File: src/rtl/mem_bus_decoder_pkg.sv
// Shared definitions for the CPU memory-bus decoder: FSM encoding,
// the timeout read-back value and the default address map.
package mem_bus_decoder_pkg;

  typedef enum logic [1:0] {
    IDLE,
    RAM_WAIT,
    ACK,
    CON_STALL
  } state_e;

  localparam logic [31:0] DEAD_BEEF      = 32'hDEAD_BEEF;
  localparam logic [31:0] DEF_RAM_BYTES  = 32'd131072;
  localparam logic [31:0] DEF_CON_ADDR   = 32'h1000_0000;
  localparam logic [31:0] DEF_PASS_ADDR  = 32'h2000_0000;
  localparam logic [31:0] DEF_PASS_MAGIC = 32'd123456789;

endpackage

File: src/rtl/mem_bus_decoder_fifo.sv
// Synchronous circular FIFO; pointers carry one extra wrap bit so that
// full and empty can be told apart when the index bits match.
module sync_fifo #(
  parameter int WIDTH = 8,
  parameter int DEPTH = 8
) (
  input  logic             clk,
  input  logic             resetn,
  input  logic             push_i,
  input  logic [WIDTH-1:0] data_i,
  input  logic             pop_i,
  output logic [WIDTH-1:0] data_o,
  output logic             full_o,
  output logic             empty_o
);

  localparam int AW = $clog2(DEPTH);

  logic [AW:0]      wr_ptr_q;
  logic [AW:0]      rd_ptr_q;
  logic [WIDTH-1:0] mem_q [DEPTH];
  logic             do_push;
  logic             do_pop;

  assign full_o  = (wr_ptr_q[AW] != rd_ptr_q[AW]) &&
                   (wr_ptr_q[AW-1:0] == rd_ptr_q[AW-1:0]);
  assign empty_o = (wr_ptr_q == rd_ptr_q);
  assign do_push = push_i && !full_o;
  assign do_pop  = pop_i && !empty_o;
  assign data_o  = mem_q[rd_ptr_q[AW-1:0]];

  // A pop while full only frees the slot for the following cycle.
  always_ff @(posedge clk) begin
    if (!resetn) begin
      wr_ptr_q <= '0;
      rd_ptr_q <= '0;
    end else begin
      if (do_push) wr_ptr_q <= wr_ptr_q + (AW+1)'(1);
      if (do_pop)  rd_ptr_q <= rd_ptr_q + (AW+1)'(1);
    end
  end

  always_ff @(posedge clk) begin
    if (do_push) mem_q[wr_ptr_q[AW-1:0]] <= data_i;
  end

endmodule

File: src/rtl/mem_bus_decoder.sv
// Decodes CPU native-bus requests onto RAM, a console byte FIFO and a
// test-result register, with a RAM response timeout.
module mem_bus_decoder
  import mem_bus_decoder_pkg::*;
#(
  parameter logic [31:0] RAM_BYTES  = DEF_RAM_BYTES,
  parameter logic [31:0] CON_ADDR   = DEF_CON_ADDR,
  parameter logic [31:0] PASS_ADDR  = DEF_PASS_ADDR,
  parameter logic [31:0] PASS_MAGIC = DEF_PASS_MAGIC,
  parameter logic [7:0]  TIMEOUT    = 8'd255,
  parameter int          FIFO_DEPTH = 8
) (
  input  logic        clk,
  input  logic        resetn,
  input  logic        mem_valid,
  output logic        mem_ready,
  input  logic [31:0] mem_addr,
  input  logic [31:0] mem_wdata,
  input  logic [3:0]  mem_wstrb,
  output logic [31:0] mem_rdata,
  output logic        ram_valid,
  input  logic        ram_ready,
  output logic [31:0] ram_addr,
  output logic [31:0] ram_wdata,
  output logic [3:0]  ram_wstrb,
  input  logic [31:0] ram_rdata,
  output logic        con_valid,
  input  logic        con_ready,
  output logic [7:0]  con_data,
  output logic        tests_passed,
  output logic        bus_error
);

  state_e      state_q, state_d;
  logic [7:0]  wait_q, wait_d;
  logic [31:0] rdata_q, rdata_d;
  logic        passed_q, passed_d;
  logic        err_q, err_d;
  logic        fifo_push;
  logic        fifo_full;
  logic        fifo_empty;
  logic        is_write;

  assign is_write = (mem_wstrb != 4'b0000);

  always_comb begin
    state_d   = state_q;
    wait_d    = wait_q;
    rdata_d   = rdata_q;
    passed_d  = passed_q;
    err_d     = err_q;
    fifo_push = 1'b0;
    case (state_q)
      IDLE: begin
        if (mem_valid) begin
          wait_d  = '0;
          rdata_d = '0;
          if (mem_addr < RAM_BYTES) begin
            state_d = RAM_WAIT;
          end else if (mem_addr == CON_ADDR && is_write) begin
            state_d = CON_STALL;
          end else begin
            state_d = ACK;
            // Console and pass-register reads are harmless; anything else unmapped is an error.
            if (mem_addr == PASS_ADDR) begin
              if (is_write) passed_d = (mem_wdata == PASS_MAGIC);
            end else if (mem_addr != CON_ADDR) begin
              err_d = 1'b1;
            end
          end
        end
      end
      RAM_WAIT: begin
        if (ram_ready) begin
          rdata_d = ram_rdata;
          state_d = ACK;
        end else if (wait_q == TIMEOUT - 8'd1) begin
          rdata_d = DEAD_BEEF;
          err_d   = 1'b1;
          state_d = ACK;
        end else begin
          wait_d = wait_q + 8'd1;
        end
      end
      CON_STALL: begin
        if (!fifo_full) begin
          fifo_push = 1'b1;
          state_d   = ACK;
        end
      end
      ACK:     state_d = IDLE;
      default: state_d = IDLE;
    endcase
  end

  always_ff @(posedge clk) begin
    if (!resetn) begin
      state_q  <= IDLE;
      wait_q   <= '0;
      rdata_q  <= '0;
      passed_q <= 1'b0;
      err_q    <= 1'b0;
    end else begin
      state_q  <= state_d;
      wait_q   <= wait_d;
      rdata_q  <= rdata_d;
      passed_q <= passed_d;
      err_q    <= err_d;
    end
  end

  // The CPU holds its request fields stable, so RAM sees them directly.
  assign ram_valid    = (state_q == RAM_WAIT);
  assign ram_addr     = mem_addr;
  assign ram_wdata    = mem_wdata;
  assign ram_wstrb    = mem_wstrb;
  assign mem_ready    = (state_q == ACK);
  assign mem_rdata    = rdata_q;
  assign tests_passed = passed_q;
  assign bus_error    = err_q;
  assign con_valid    = !fifo_empty;

  sync_fifo #(
    .WIDTH (8),
    .DEPTH (FIFO_DEPTH)
  ) u_con_fifo (
    .clk     (clk),
    .resetn  (resetn),
    .push_i  (fifo_push),
    .data_i  (mem_wdata[7:0]),
    .pop_i   (con_ready),
    .data_o  (con_data),
    .full_o  (fifo_full),
    .empty_o (fifo_empty)
  );

endmodule
File: config.mk
export PLATFORM = sky130hd
export DESIGN_NAME = mem_bus_decoder
export DESIGN_NICKNAME = d
export VERILOG_FILES = /design/src/rtl/mem_bus_decoder_pkg.sv /design/src/rtl/mem_bus_decoder_fifo.sv /design/src/rtl/mem_bus_decoder.sv
export SDC_FILE = /design/constraint.sdc
export NUM_CORES = 1
export LEC_CHECK = 0
export CAP_MARGIN = 20
export CELL_PAD_IN_SITES_DETAIL_PLACEMENT = 1
export CELL_PAD_IN_SITES_GLOBAL_PLACEMENT = 1
export CORE_MARGIN = 3
export CORE_UTILIZATION = 34
export DETAILED_ROUTE_END_ITERATION = 8
export PLACE_DENSITY = 0.79
export SETUP_SLACK_MARGIN = 0.02
export SLEW_MARGIN = 20
export SYNTH_ARGS = -nofsm -noshare
export SYNTH_HDL_FRONTEND = slang
export SYNTH_SLANG_ARGS = --single-unit
export TNS_END_PERCENT = 10
File: constraint.sdc
create_clock -name clk -period 2.5 [get_ports clk]
set_clock_uncertainty 0.15 [all_clocks]
set_input_delay 0.5 -clock clk [delete_from_list [all_inputs] [get_ports clk]]
set_output_delay 0.5 -clock clk [all_outputs]
set_load 0.005 [all_outputs]
# After elaboration in Yosys (flattened, before gate mapping)
# Memories as Yosys holds them, arrays and structs flattened. A register that Yosys moved wholly into a read port is not among the register bits.
# Index checks and enable logic that the tools add are counted.
# classes
eq_ne	21
n_mux	29
n_lt_le_gt_ge	1
bitwise_logic	2
reduce_logical	14
add_sub_neg	3
# op_table
op	count
two-way mux 32 bit	3
case mux 32 bit (2 select lines)	1
equality test 32 x 27 -> 1 bit (second input constant)	1
equality test 32 x 29 -> 1 bit (second input constant)	1
equality test 32 x 30 -> 1 bit (second input constant)	1
less-than comparator 32 x 18 -> 1 bit (second input constant)	1
!= test 32 x 29 -> 1 bit (second input constant)	1
two-way mux 8 bit	3
!= test 2 bit (second input constant)	8
case mux 8 bit (2 select lines)	1
two-way mux 1 bit	12
two-way mux 2 bit	5
adder 4 x 1 -> 4 bit (second input constant)	2
adder 8 x 1 -> 8 bit (second input constant)	1
equality test 8 bit (second input constant)	1
case mux 2 bit (4 select lines)	1
AND reduction 8 bit	1
two-way mux 3 bit	2
AND reduction 3 bit	2
AND reduction 6 bit	1
equality test 2 bit (second input constant)	2
equality test 4 bit	1
logical AND 1 bit	4
AND reduction 4 bit	1
11 further kinds	13
# word_totals
input_bits	105
n_memories	1
output_inout_bits	113
wordCells	78
ramBits	64
regBits	52
# memory_table
name	depth	width	rd	rd_ports_with_merged_regs	wr	line_no	rtl
u_con_fifo.mem_q	8	8	1	1	1	mem_bus_decoder_fifo.sv:21	logic [WIDTH-1:0] mem_q [DEPTH];

# Depth between registers and ports, before layout
# Gate-level depths: netlist of run 1.
# logic_depth
ltp_word	7
mapped_depth	8

# Modules after synthesis
# From an unflattened synthesis of run 1, not the netlist that was laid out.
# hier_totals
cells_unflattened	468
hier_area_um2	5950.7
# modules_own_cells
module	instances	cells_each	area_per_inst_um2	seq_area_each_um2
sync_fifo	1	176	3251.9	2142.1
mem_bus_decoder	1	292	2698.8	880.8

# Worst setup path before layout of run 1
# No wires, ideal clock.
# synth_path
path_kind	register to register
start	reg u_con_fifo.wr_ptr_q[2]
end	mem u_con_fifo.mem_q[2][0], enable pin
path_slack_ps	246
arrival_time_ps	1720
synth_period_minus_slack_ps	2254
path_stages_with_launch	6
path_cell_list	dfxtp_1 buf_4 xor2_1 o41a_4 nand2_1 nor3_1
# synth_between
elab_chain_cells	7
elab_cells_between_ends	8
classes_between	1 x eq/ne; 4 x mux; 3 x reduce/logical
# synth_lines
item	line_no	rtl
start, declared	mem_bus_decoder_fifo.sv:19	logic [AW:0] wr_ptr_q;
start signal, assigned	mem_bus_decoder_fifo.sv:38	if (do_push) wr_ptr_q <= wr_ptr_q + (AW+1)'(1);
equality test 3 bit	mem_bus_decoder_fifo.sv:26	(wr_ptr_q[AW-1:0] == rd_ptr_q[AW-1:0]);
logical AND 1 bit	mem_bus_decoder_fifo.sv:25	assign full_o = (wr_ptr_q[AW] != rd_ptr_q[AW]) &&
two-way mux 1 bit	mem_bus_decoder.sv:86	if (!fifo_full) begin
two-way mux 1 bit	mem_bus_decoder.sv:53	case (state_q)
logical AND 1 bit	mem_bus_decoder_fifo.sv:28	assign do_push = push_i && !full_o;
two-way mux 1 bit	mem_bus_decoder_fifo.sv:44	if (do_push) mem_q[wr_ptr_q[AW-1:0]] <= data_i;
two-way mux 1 bit (implied by the code)	mem_bus_decoder_fifo.sv:44	
end, declared	mem_bus_decoder_fifo.sv:21	
# Parallel ways exist; a longest one is shown, timed or not.

==> parameters.txt, run 1 <==
Parameter                              Value

Outcome
  Run status    finished with violations
  Violations in the final reports    negative setup slack

Timing
  Highest attainable clock frequency    388 MHz
  Worst slew slack as a fraction of its limit    33.4%
  Share of the clock period used by the worst path after layout    103%
  Final critical-path setup slack    -75.1 ps
  Worst-Margin Slew    996 ps
  Final max-slew violation count    0
  Final min period    2580 ps
  Final hold vios    0
  RSZ-0062 raised after global routing    true
  Setup violators final    6

CTS
  CTS tree    done
  Maximum buffer depth of the clock tree    2
  Clock transition at the register clock pins on the worst setup and hold paths after CTS    60 ps
  Total CTS buffers    17
  Clk_lat worst skew    410 ps
  Sinks on Clock Net    119
  Number of buffers inserted for hold repair after clock tree synthesis    0
  H-Tree Level Count    4
  CTS root buffer    clkbuf_16

Hold path
  Worst hold path class    flip-flop to flip-flop

Synth
  Share of synthesized flip-flops with an asynchronous set or reset    0%
  Area of the mapped netlist    5610 sq um
  Count of flip-flops with a built-in enable after synthesis    64
  Post-synth net total    554
  Main area contributors after synthesis    edfxtp_1, dfxtp_1, buf_4, mux4_2, a22o_1
  Count leader, synth    buf_4
  Area fraction of the dominant cell type after synthesis    34.3%
  Mean area per synthesized cell    12.6 sq um
  Post-synth top area cell    edfxtp_1
  Seq cells post-synth    119
  Post-Syn Instances    445
  Count of warnings emitted by yosys    0
  Most used flip-flop cell after synthesis    edfxtp_1
  Synth cell count leaders    buf_4, edfxtp_1, dfxtp_1, a22o_1, nand2b_1
  Count of cell types in the netlist    55
  Post-synthesis sequential area ratio    53.9%

Cells and area
  Finished layout cell area    8340 sq um
  Core utilization of the finished layout    52.1%
  Number of nets in the layout    738
  Fraction of layout cells with a size suffix above 1    17.9%
  Post-synthesis to final-layout area growth    48.8%
  Ant diodes    0
  Number of inserted filler cells in the final layout    1655

Route
  Sum of routed wire segments on met1    6550 microns
  Post-route ant nets    0
  Post-detailed-route wirelength per cell    19.3 microns
  Total routed wirelength    16600 microns
  Routed met2 length    8950 microns
  Routed length on met3    919 microns
  Remaining routing DRC violations    0
  Initial DRC count    115
  Uppermost layer routed    met4
  Per-cell via count in the routed design    4.86
  Via count of the routed design    4168
  Drt first pass iters    4

Global routing
  Total congestion overflow    0
  Pin count of the biggest net entering global routing    33
  Global-route wire length before repair    26100 microns
  Number of global-route vias before repair    4760
  Number of antenna violations at the first check in global routing    0
  Overall Global Routing Usage    18.7%

Die
  Starting density of the core    35.0%
  Die height    134 microns
  Placeable core area    16000 sq um
  Die area    18100 sq um
  Count of standard-cell rows    46
  Die X-Extent    134 microns
  Num ports    218

Critical path
  Critical setup path kind    flip-flop to primary output
  Endpoint required time on the critical path    1850 ps
  Endpoint type of the worst setup path    primary output
  Type of origin of the critical path    flip-flop
  Data arrival time at the worst-slack endpoint    1930 ps
  Critical Path Fanout Max    4

Place
  Standard cell area after detailed placement    7690 sq um
  Port Buf Inserts    217
  Placer congestion estimate    0.864
  Detailed-placement wirelength estimate    12500 microns

Flow run
  Count of max-cap constraint violations    0

Power and ir drop
  Leakage power total    2.98 nW
  Worst ir drop on vdd    485 uV
  Power Dens Cells    574 nW/um^2
[metrics by stage]
step,power (mW),instances,setup slack (ps),TNS [ps],hold WS [ps]
after global routing,4.97,858,-135,-865,326
after detailed placement,2.55,821,-186,-186,300
after CTS,4.85,858,-95.0,-574,314
final,4.79,858,-75.1,-344,317
after floorplan,2.26,445,246,0,292
after global placement,2.54,821,-162,-162,306
[worst max-delay path, cell delays in order, from the launching register on]
cell and delay (ps):
dfxtp_4 380, buf_8 120, buf_12 110, mux4_2 500, mux2_4 290, buf_6 120
[path summary, 6_finish.rpt]
| kind | from | to | slack [ps] | cells past startpoint |
|---|---|---|---|---|
| setup / recovery | flip-flop | con_data[5] | -80 | 5 |
| hold / removal | bus_error$_SDFFE_PN0P_ | bus_error$_SDFFE_PN0P_ | 320 | 2 |
| hold reg to reg | bus_error$_SDFFE_PN0P_ | bus_error$_SDFFE_PN0P_ | 320 | 2 |
| setup reg to reg | u_con_fifo.rd_ptr_q[2]$_SDFFE_PN0P_ | u_con_fifo.mem_q[1][0]$_DFFE_PP_ | 80 | 4 |
[cell usage in the layout (no fill, tap or decap), types with 4 or more instances in the layout]
| master | netlist | routed |
|---|---|---|
| a21oi_1 | 11 | 10 |
| a22o_1 | 32 | 32 |
| buf_12 | 0 | 4 |
| buf_4 | 72 | 30 |
| buf_6 | 3 | 7 |
| clkbuf_16 | 0 | 17 |
| clkdlybuf4s50_1 | 0 | 208 |
| clkinv_2 | 0 | 4 |
| clkinv_4 | 0 | 4 |
| dfxtp_1 | 55 | 52 |
| edfxtp_1 | 64 | 64 |
| ha_1 | 4 | 4 |
| inv_1 | 6 | 6 |
| mux2_4 | 0 | 5 |
| mux2i_1 | 6 | 6 |
| mux4_2 | 16 | 16 |
| nand2_1 | 11 | 11 |
| nand2b_1 | 29 | 29 |
| nand3_1 | 5 | 5 |
| nand4_1 | 7 | 7 |
| nor2_1 | 18 | 17 |
| nor2b_1 | 4 | 4 |
| nor3_1 | 6 | 6 |
| nor4_1 | 8 | 8 |
| o21ai_0 | 7 | 7 |
| or4_1 | 5 | 5 |
| xnor2_1 | 5 | 5 |
[cell type report]
cell class                 instances  area (sq um)  share of cell area (%)
sequential                       119          3030                    36.3
timing repair buffer             255          2520                    30.2
multi-input combinational        230          1950                    23.4
clock buffer                      18           429                    5.14
tap                              216           270                    3.24
clock inverter                    14           126                    1.51
inverter                           6          22.5                   0.270
[kinds of logic after synthesis]
kind of cell               synth area share (%)
DFF                                        53.9
muxes                                      9.10
and+or+nand+nor                            12.5
AOI/OAI and AO/OA                          9.93
buffers and inverters                      11.8
xor gates and xnor gates                   1.83
adders and majority gates                 0.892
[registers in the layout (all words and copies together) (netlist names), named ones only]
name / cells
bus_error: 1
mem_rdata: 32
u_con_fifo.rd_ptr_q: 4
u_con_fifo.wr_ptr_q: 4
tests_passed: 1
state_q: 2
wait_q: 8
u_con_fifo.mem_q: 64
[routing by layer]
metal,vias to the layer above,GRT usage [%]
met4,0,4.81
li1,1967,-
met2,114,33.7
met5,-,0
met3,13,6.30
met1,2074,21.1
[repair_timing]
action                     CTS  global route
gates resized for setup     53             6
pin swaps                    0             0
gates cloned                 0             0
buffers inserted             5             0
setup endpoints to repair    9            34
[power breakdown]
| group | switching (mW) | internal (mW) |
|---|---|---|
| clock network | 0.916 | 1.37 |
| registers | 0.00147 | 2.06 |
| logic | 0.155 | 0.287 |
| total | 1.07 | 3.72 |
Power figures use the tool's default switching activity.
==> run 2: changes to the inputs <==
--- a/config.mk
+++ b/config.mk
@@ -12,7 +12,6 @@
 export CORE_UTILIZATION = 34
 export DETAILED_ROUTE_END_ITERATION = 8
 export PLACE_DENSITY = 0.79
-export SETUP_SLACK_MARGIN = 0.02
 export SLEW_MARGIN = 20
 export SYNTH_ARGS = -nofsm -noshare
 export SYNTH_HDL_FRONTEND = slang
==> parameters.txt, run 2 (synthesis results as in run 1) <==
Parameter                              Value

Outcome
  Run status    finished with violations (unchanged)
  Violations in the final reports    negative setup slack (unchanged)

Place
  Placer congestion estimate    0.864 (unchanged)
  Port Buf Inserts    217 (unchanged)
  Standard cell area after detailed placement    7690 sq um (unchanged)
  Detailed-placement wirelength estimate    12500 microns (unchanged)

Critical path
  Worst Reg-to-Reg Cells    4 (unchanged)
  Worst-case register-to-register setup slack    80 ps (about the same)
  Critical setup path kind    flip-flop to primary output (unchanged)
  CP endpoint    con_data[5] (unchanged)
  Endpoint type of the worst setup path    primary output (unchanged)
  Critical register-to-register path endpoint    u_con_fifo.mem_q[1][0]$_DFFE_PP_ (unchanged)
  Data arrival time at the worst-slack endpoint    1930 ps (about the same)
  Critical Path Fanout Max    4 (unchanged)
  Type of origin of the critical path    flip-flop (unchanged)
  Endpoint required time on the critical path    1850 ps (about the same)
  Worst reg2reg path startpoint    u_con_fifo.rd_ptr_q[2]$_SDFFE_PN0P_ (unchanged)

Timing
  Share of the clock period used by the worst path after layout    103% (about the same)
  Post-route worst hold slack    317 ps (about the same)
  Setup violators final    6 (unchanged)
  Final min period    2580 ps (about the same)
  Final critical-path setup slack    -75.1 ps (about the same)
  Accumulated negative setup slack    -344 ps (about the same)
  Highest attainable clock frequency    388 MHz (about the same)
  Worst slew slack as a fraction of its limit    33.8% (was 33.4%)
  RSZ-0062 raised after global routing    true (unchanged)
  Final max-slew violation count    0 (unchanged)
  Final hold vios    0 (unchanged)
  Worst-Margin Slew    989 ps (was 996 ps)

Power and ir drop
  Share of total power in combinational logic    9.2% (about the same)
  Worst ir drop on vdd    485 uV (about the same)
  Net switching component of the power    1.07 mW (about the same)
  Power share of the clock group    47.8% (about the same)
  Leakage power total    2.98 nW (about the same)
  Internal Dissipation    3.72 mW (unchanged)
  Share of total power consumed by net switching    22.4% (about the same)
  Power after layout    4.79 mW (unchanged)
  Power Dens Cells    574 nW/um^2 (about the same)
  Sequential Power Share    43.0% (about the same)

Cells and area
  Sequential standard cell area    3030 sq um (unchanged)
  Area used by multi-input combinational logic    1950 sq um (about the same)
  Max reg flops    64 (unchanged)
  Finished layout cell area    8340 sq um (about the same)
  Fraction of layout cells with a size suffix above 1    17.8% (was 17.9%)
  Number of nets in the layout    738 (unchanged)
  Most common library cell in the layout ignoring fill and taps    clkdlybuf4s50_1 (unchanged)
  Number of inserted filler cells in the final layout    1656 (was 1655)
  Core utilization of the finished layout    52.1% (about the same)
  Most frequent cells in the layout    clkdlybuf4s50_1, edfxtp_1, dfxtp_1 (unchanged)
  Ant diodes    0 (unchanged)
  Post-synthesis to final-layout area growth    48.8% (about the same)

Route
  Initial DRC count    117 (was 115)
  Post-route ant nets    0 (unchanged)
  Total routed wirelength    16600 microns (about the same)
  Via count of the routed design    4172 (was 4168)
  Remaining routing DRC violations    0 (unchanged)
  Post-detailed-route wirelength per cell    19.3 microns (about the same)
  Per-cell via count in the routed design    4.86 (about the same)
  Drt first pass iters    4 (unchanged)

CTS
  Total CTS buffers    17 (unchanged)
  Clock transition at the register clock pins on the worst setup and hold paths after CTS    60 ps (about the same)
  Clk_lat worst skew    410 ps (about the same)
  Maximum buffer depth of the clock tree    2 (unchanged)
  Sinks on Clock Net    119 (unchanged)
  CTS root buffer    clkbuf_16 (unchanged)
  H-Tree Level Count    4 (unchanged)
  CTS tree    done (unchanged)

Global routing
  Overall Global Routing Usage    18.7% (unchanged)
  Number of antenna violations at the first check in global routing    0 (unchanged)
  Global-route wire length before repair    26100 microns (unchanged)
  Total congestion overflow    0 (unchanged)
  Number of global-route vias before repair    4760 (unchanged)
  Pin count of the biggest net entering global routing    33 (unchanged)

Flow run
  Count of max-cap constraint violations    0 (unchanged)

Die
  Count of standard-cell rows    46 (unchanged)
  Starting density of the core    35.0% (unchanged)
  Die area    18100 sq um (unchanged)
  Num ports    218 (unchanged)
  Placeable core area    16000 sq um (unchanged)
  Die height    134 microns (unchanged)
  Die X-Extent    134 microns (unchanged)

Hold path
  Worst hold path class    flip-flop to flip-flop (unchanged)
==> run 2: cell counts in the layout (fill, tap and decap cells not counted) <==
Identical to the previous run, type by type.
==> run 2: metal layers <==
metal  part of all wire [%]  GRT usage (%)
met5                      0              0
met2                     54           33.7
met4                    1.1           4.81
met1                     39           21.1
met3                    5.6           6.30
==> run 2: area by class of cell <==
class                           instances  share of cell area [%]
Sequential cell                       119                    36.3
Inverter                                6                   0.270
Multi-Input combinational cell        230                    23.4
Clock inverter                         14                    1.51
Clock buffer                           18                    5.14
Timing Repair Buffer                  255                    30.2
Tap cell                              216                    3.24
==> run 2: repair_timing <==
action	4_1_cts	5_1_grt
setup endpoints to repair	9	18
resized for setup	53	5
hold buffers	0	0
setup buffers	5	0
pin swaps	0	0
==> run 2: through the flow <==
stage	worst slack (ps)	std cells
global route	-135	858
global placement	-162	821
detailed placement	-186	821
finish	-75.1	858
CTS	-95.0	858
floorplan	246	445
==> run 2: how the worst min path moves through the flow <==
stage / startpoint / endpoint / slack [ps] / depth (start not counted)
4_1_cts: bus_error$_SDFFE_PN0P_ / bus_error$_SDFFE_PN0P_ / 310 / 2
6_report: bus_error$_SDFFE_PN0P_ / bus_error$_SDFFE_PN0P_ / 320 / 2
2_1_floorplan: bus_error$_SDFFE_PN0P_ / bus_error$_SDFFE_PN0P_ / 290 / 2
3_5_place_dp: bus_error$_SDFFE_PN0P_ / bus_error$_SDFFE_PN0P_ / 300 / 2
3_3_place_gp: bus_error$_SDFFE_PN0P_ / bus_error$_SDFFE_PN0P_ / 310 / 2
5_1_grt: bus_error$_SDFFE_PN0P_ / bus_error$_SDFFE_PN0P_ / 330 / 2
==> run 2: worst max-delay path, stage by stage, from the launching register on <==
cell	delay [ps]
dfxtp_4	380
buf_8	120
buf_12	110
mux4_2	500
mux2_4	290
buf_6	120
==> run 2: power by group through the flow <==
stage	combinational [mW]	sequential (mW)	clock, mW
final	0.442	2.06	2.29
after global routing	0.472	2.06	2.44
after CTS	0.448	2.06	2.34
after detailed placement	0.446	2.10	0
after global placement	0.433	2.10	0
after floorplan	0.156	2.10	0
==> run 3: changes to the inputs <==
--- a/config.mk
+++ b/config.mk
@@ -5,15 +5,17 @@
 export SDC_FILE = /design/constraint.sdc
 export NUM_CORES = 1
 export LEC_CHECK = 0
+export ABC_AREA = 1
 export CAP_MARGIN = 20
 export CELL_PAD_IN_SITES_DETAIL_PLACEMENT = 1
 export CELL_PAD_IN_SITES_GLOBAL_PLACEMENT = 1
 export CORE_MARGIN = 3
-export CORE_UTILIZATION = 34
+export CORE_UTILIZATION = 33
 export DETAILED_ROUTE_END_ITERATION = 8
 export PLACE_DENSITY = 0.79
 export SLEW_MARGIN = 20
 export SYNTH_ARGS = -nofsm -noshare
 export SYNTH_HDL_FRONTEND = slang
+export SYNTH_HIERARCHICAL = 1
 export SYNTH_SLANG_ARGS = --single-unit
 export TNS_END_PERCENT = 10
==> parameters.txt, run 3 <==
Parameter                              Value

Outcome
  Run status    finished with violations (unchanged)
  Violations in the final reports    negative setup slack (unchanged)

Critical path
  Critical Path Fanout Max    6 (was 4)
  Worst reg2reg path startpoint    u_con_fifo/wr_ptr_q[0]$_SDFFE_PN0P_ (was u_con_fifo.rd_ptr_q[2]$_SDFFE_PN0P_)
  Critical register-to-register path endpoint    u_con_fifo/mem_q[7][3]$_DFFE_PP_ (was u_con_fifo.mem_q[1][0]$_DFFE_PP_)
  Worst Reg-to-Reg Cells    12 (was 4)
  Data arrival time at the worst-slack endpoint    1960 ps (was 1930 ps)
  Critical setup path kind    flip-flop to primary output (unchanged)
  Endpoint type of the worst setup path    primary output (unchanged)
  Worst-case register-to-register setup slack    370 ps (was 80 ps)
  Type of origin of the critical path    flip-flop (unchanged)
  Endpoint required time on the critical path    1850 ps (about the same)

Hold path
  Number of cells on the worst hold path    2 (unchanged)
  Worst-case hold path end point    bus_error$_SDFFE_PN0P_ (unchanged)
  Worst hold path class    flip-flop to flip-flop (unchanged)
  Min-Delay Startpoint    bus_error$_SDFFE_PN0P_ (unchanged)

Synth
  Mean area per synthesized cell    8.58 sq um (was 12.6 sq um)
  Share of synthesized flip-flops with an asynchronous set or reset    0% (unchanged)
  Count of cell types in the netlist    41 (was 55)
  Main area contributors after synthesis    edfxtp_1, dfxtp_1, buf_4, nand2_1, nor2_1 (was edfxtp_1, dfxtp_1, buf_4, mux4_2, a22o_1)
  Post-synthesis sequential area ratio    50.2% (was 53.9%)
  Count leader, synth    nand2_1 (was buf_4)
  Post-synth top area cell    edfxtp_1 (unchanged)
  Area fraction of the dominant cell type after synthesis    31.9% (was 34.3%)
  Seq cells post-synth    119 (unchanged)
  Count of flip-flops with a built-in enable after synthesis    64 (unchanged)
  Area of the mapped netlist    6020 sq um (was 5610 sq um)
  Post-Syn Instances    702 (was 445)
  Most used flip-flop cell after synthesis    edfxtp_1 (unchanged)
  Synth cell count leaders    nand2_1, nor2_1, buf_4, edfxtp_1, dfxtp_1 (was buf_4, edfxtp_1, dfxtp_1, a22o_1, nand2b_1)
  Count of warnings emitted by yosys    6 (was 0)
  Post-synth net total    811 (was 554)

Cells and area
  Most common library cell in the layout ignoring fill and taps    clkdlybuf4s50_1 (unchanged)
  Fraction of layout cells with a size suffix above 1    14.4% (was 17.8%)
  Ant diodes    0 (unchanged)
  Max reg flops    64 (unchanged)
  Number of standard cells in the final layout excluding fillers    1115 (was 858)
  Number of nets in the layout    987 (was 738)
  Core utilization of the finished layout    49.8% (was 52.1%)
  Finished layout cell area    8760 sq um (was 8340 sq um)
  Most frequent cells in the layout    clkdlybuf4s50_1, nand2_1, nor2_1 (was clkdlybuf4s50_1, edfxtp_1, dfxtp_1)
  Post-synthesis to final-layout area growth    45.4% (was 48.8%)

Place
  Worst Setup Slack post-DPL    156 ps (was -186 ps)
  Detailed-placement wirelength estimate    13500 microns (was 12500 microns)
  Placer congestion estimate    0.773 (was 0.864)
  Cell total after placement    1083 (was 821)
  Port Buf Inserts    217 (unchanged)
  Standard cell area after detailed placement    8120 sq um (was 7690 sq um)

CTS
  CTS root buffer    clkbuf_16 (unchanged)
  Clock transition at the register clock pins on the worst setup and hold paths after CTS    60 ps (about the same)
  Clk_lat worst skew    410 ps (about the same)
  Sinks on Clock Net    119 (unchanged)
  H-Tree Level Count    4 (unchanged)
  Maximum buffer depth of the clock tree    2 (unchanged)
  CTS tree    done (unchanged)
  Buffers inserted by post-CTS timing repair    0 (was 5)
  Total CTS buffers    17 (unchanged)
  Number of buffers inserted for hold repair after clock tree synthesis    0 (unchanged)

Route
  Drt first pass iters    4 (unchanged)
  Post-route ant nets    0 (unchanged)
  Via count of the routed design    5204 (was 4172)
  Post-detailed-route wirelength per cell    16.7 microns (was 19.3 microns)
  Remaining routing DRC violations    0 (unchanged)
  Total routed wirelength    18600 microns (was 16600 microns)
  Initial DRC count    156 (was 117)
  Per-cell via count in the routed design    4.67 (was 4.86)

Power and ir drop
  Leakage power total    3.26 nW (was 2.98 nW)
  Power share of the clock group    41.7% (was 47.8%)
  Worst ir drop on vdd    464 uV (was 485 uV)
  Power Dens Cells    635 nW/um^2 (was 574 nW/um^2)
  Sequential Power Share    38.6% (was 43.0%)
  Share of total power in combinational logic    19.7% (was 9.2%)
  Share of total power consumed by net switching    25.9% (was 22.4%)
  Net switching component of the power    1.44 mW (was 1.07 mW)
  Internal Dissipation    4.12 mW (was 3.72 mW)

Die
  Die height    141 microns (was 134 microns)
  Starting density of the core    34.2% (was 35.0%)
  Num ports    218 (unchanged)
  Count of standard-cell rows    48 (was 46)
  Placeable core area    17600 sq um (was 16000 sq um)
  Die area    19900 sq um (was 18100 sq um)
  Die X-Extent    141 microns (was 134 microns)

Timing
  Final hold vios    0 (unchanged)
  Worst slew slack as a fraction of its limit    63.0% (was 33.8%)
  Setup violators final    3 (was 6)
  Highest attainable clock frequency    384 MHz (was 388 MHz)
  Final max-slew violation count    0 (unchanged)
  Final critical-path setup slack    -106 ps (was -75.1 ps)
  RSZ-0062 raised after global routing    true (unchanged)
  Accumulated negative setup slack    -291 ps (was -344 ps)
  Share of the clock period used by the worst path after layout    104% (was 103%)
  Worst-Margin Slew    551 ps (was 989 ps)
  Final min period    2610 ps (was 2580 ps)

Global routing
  Overall Global Routing Usage    18.7% (about the same)
  Pin count of the biggest net entering global routing    42 (was 33)
  Number of global-route vias before repair    5507 (was 4760)
  Number of antenna violations at the first check in global routing    0 (unchanged)
  Total congestion overflow    0 (unchanged)
  Global-route wire length before repair    28900 microns (was 26100 microns)

Flow run
  Count of max-cap constraint violations    0 (unchanged)
-- run 3: cell types whose count changed in the layout (fill, tap and decap cells not counted), sizes merged, moves of 32 or more --
cell   before  now
inv         9   53
nand2      11  140
o21ai       9   74
a22o       32    0
a21oi      11   52
nor2       18  117
-- run 3: area by class of cell --
class	instances	area, sq um
Clock buffer	17	425
Tap cell	225	282
Sequential cell	119	3040
Timing Repair Buffer	248	2500
Clock inverter	14	134
Inverter	54	213
Fill cell	2035	8840
Multi-Input combinational cell	438	2160
-- run 3: power by group through the flow --
stage	Combinational, mW	Clock, mW	Sequential, mW
floorplan	0.524	0	2.17
global placement	1.04	0	2.17
detailed placement	1.06	0	2.18
CTS	1.11	2.37	2.14
global route	1.20	2.46	2.15
finish	1.09	2.32	2.14
-- run 3: worst max-delay path, cell delays in order, from the launching register on --
cell	delay (ps)
dfxtp_4	400
buf_4	160
nor2_1	50
nor2_1	120
o21ai_1	100
o21ai_1	80
nand2_1	70
nand2_1	80
clkdlybuf4s50_1	490
-- run 3: how the worst max path moves through the flow --
| stage | to | slack, ps | cells past startpoint | start |
|---|---|---|---|---|
| 6_report | con_data[7] | -110 | 8 | flip-flop |
| 3_3_place_gp | tests_passed$_SDFFE_PN0P_ | 140 | 8 | mem_wdata[5] |
| 4_1_cts | con_data[2] | -160 | 8 | flip-flop |
| 3_5_place_dp | con_data[6] | 160 | 8 | flip-flop |
| 2_1_floorplan | u_con_fifo/mem_q[1][0]$_DFFE_PP_ | 90 | 9 | u_con_fifo/wr_ptr_q[0]$_SDFFE_PN0P_ |
| 5_1_grt | con_data[7] | -240 | 8 | flip-flop |
-- run 3: timing repair --
action,CTS,global route
pin swaps,1,0
gates resized for setup,20,11
setup endpoints to repair,9,8
hold endpoints to repair,0,0
gates cloned,1,0
-- run 3: cell families after synthesis --
logic type | Yosys count | share of synthesized area (%)
simple gates | 301 | 22.2
flops | 119 | 50.2
fa+ha+maj | 4 | 0.831
compound gates | 130 | 12.2
xor+xnor | 3 | 0.436
buf+inv | 145 | 14.1
-- run 3: layer usage --
layer  vias up  track usage, %  wire length, microns
li1       2601               -                     -
met1      2454            20.6                  7320
met2       132            34.0                  9890
met3        17            6.51                  1180
met4         0            4.95                   200
met5         -               0                     0
-- run 3: stage by stage --
stage               power [mW]  hold slack, ps
floorplan                 2.70             297
global placement          3.22             292
detailed placement        3.24             298
CTS                       5.61             313
global route              5.81             332
finish                    5.56             309
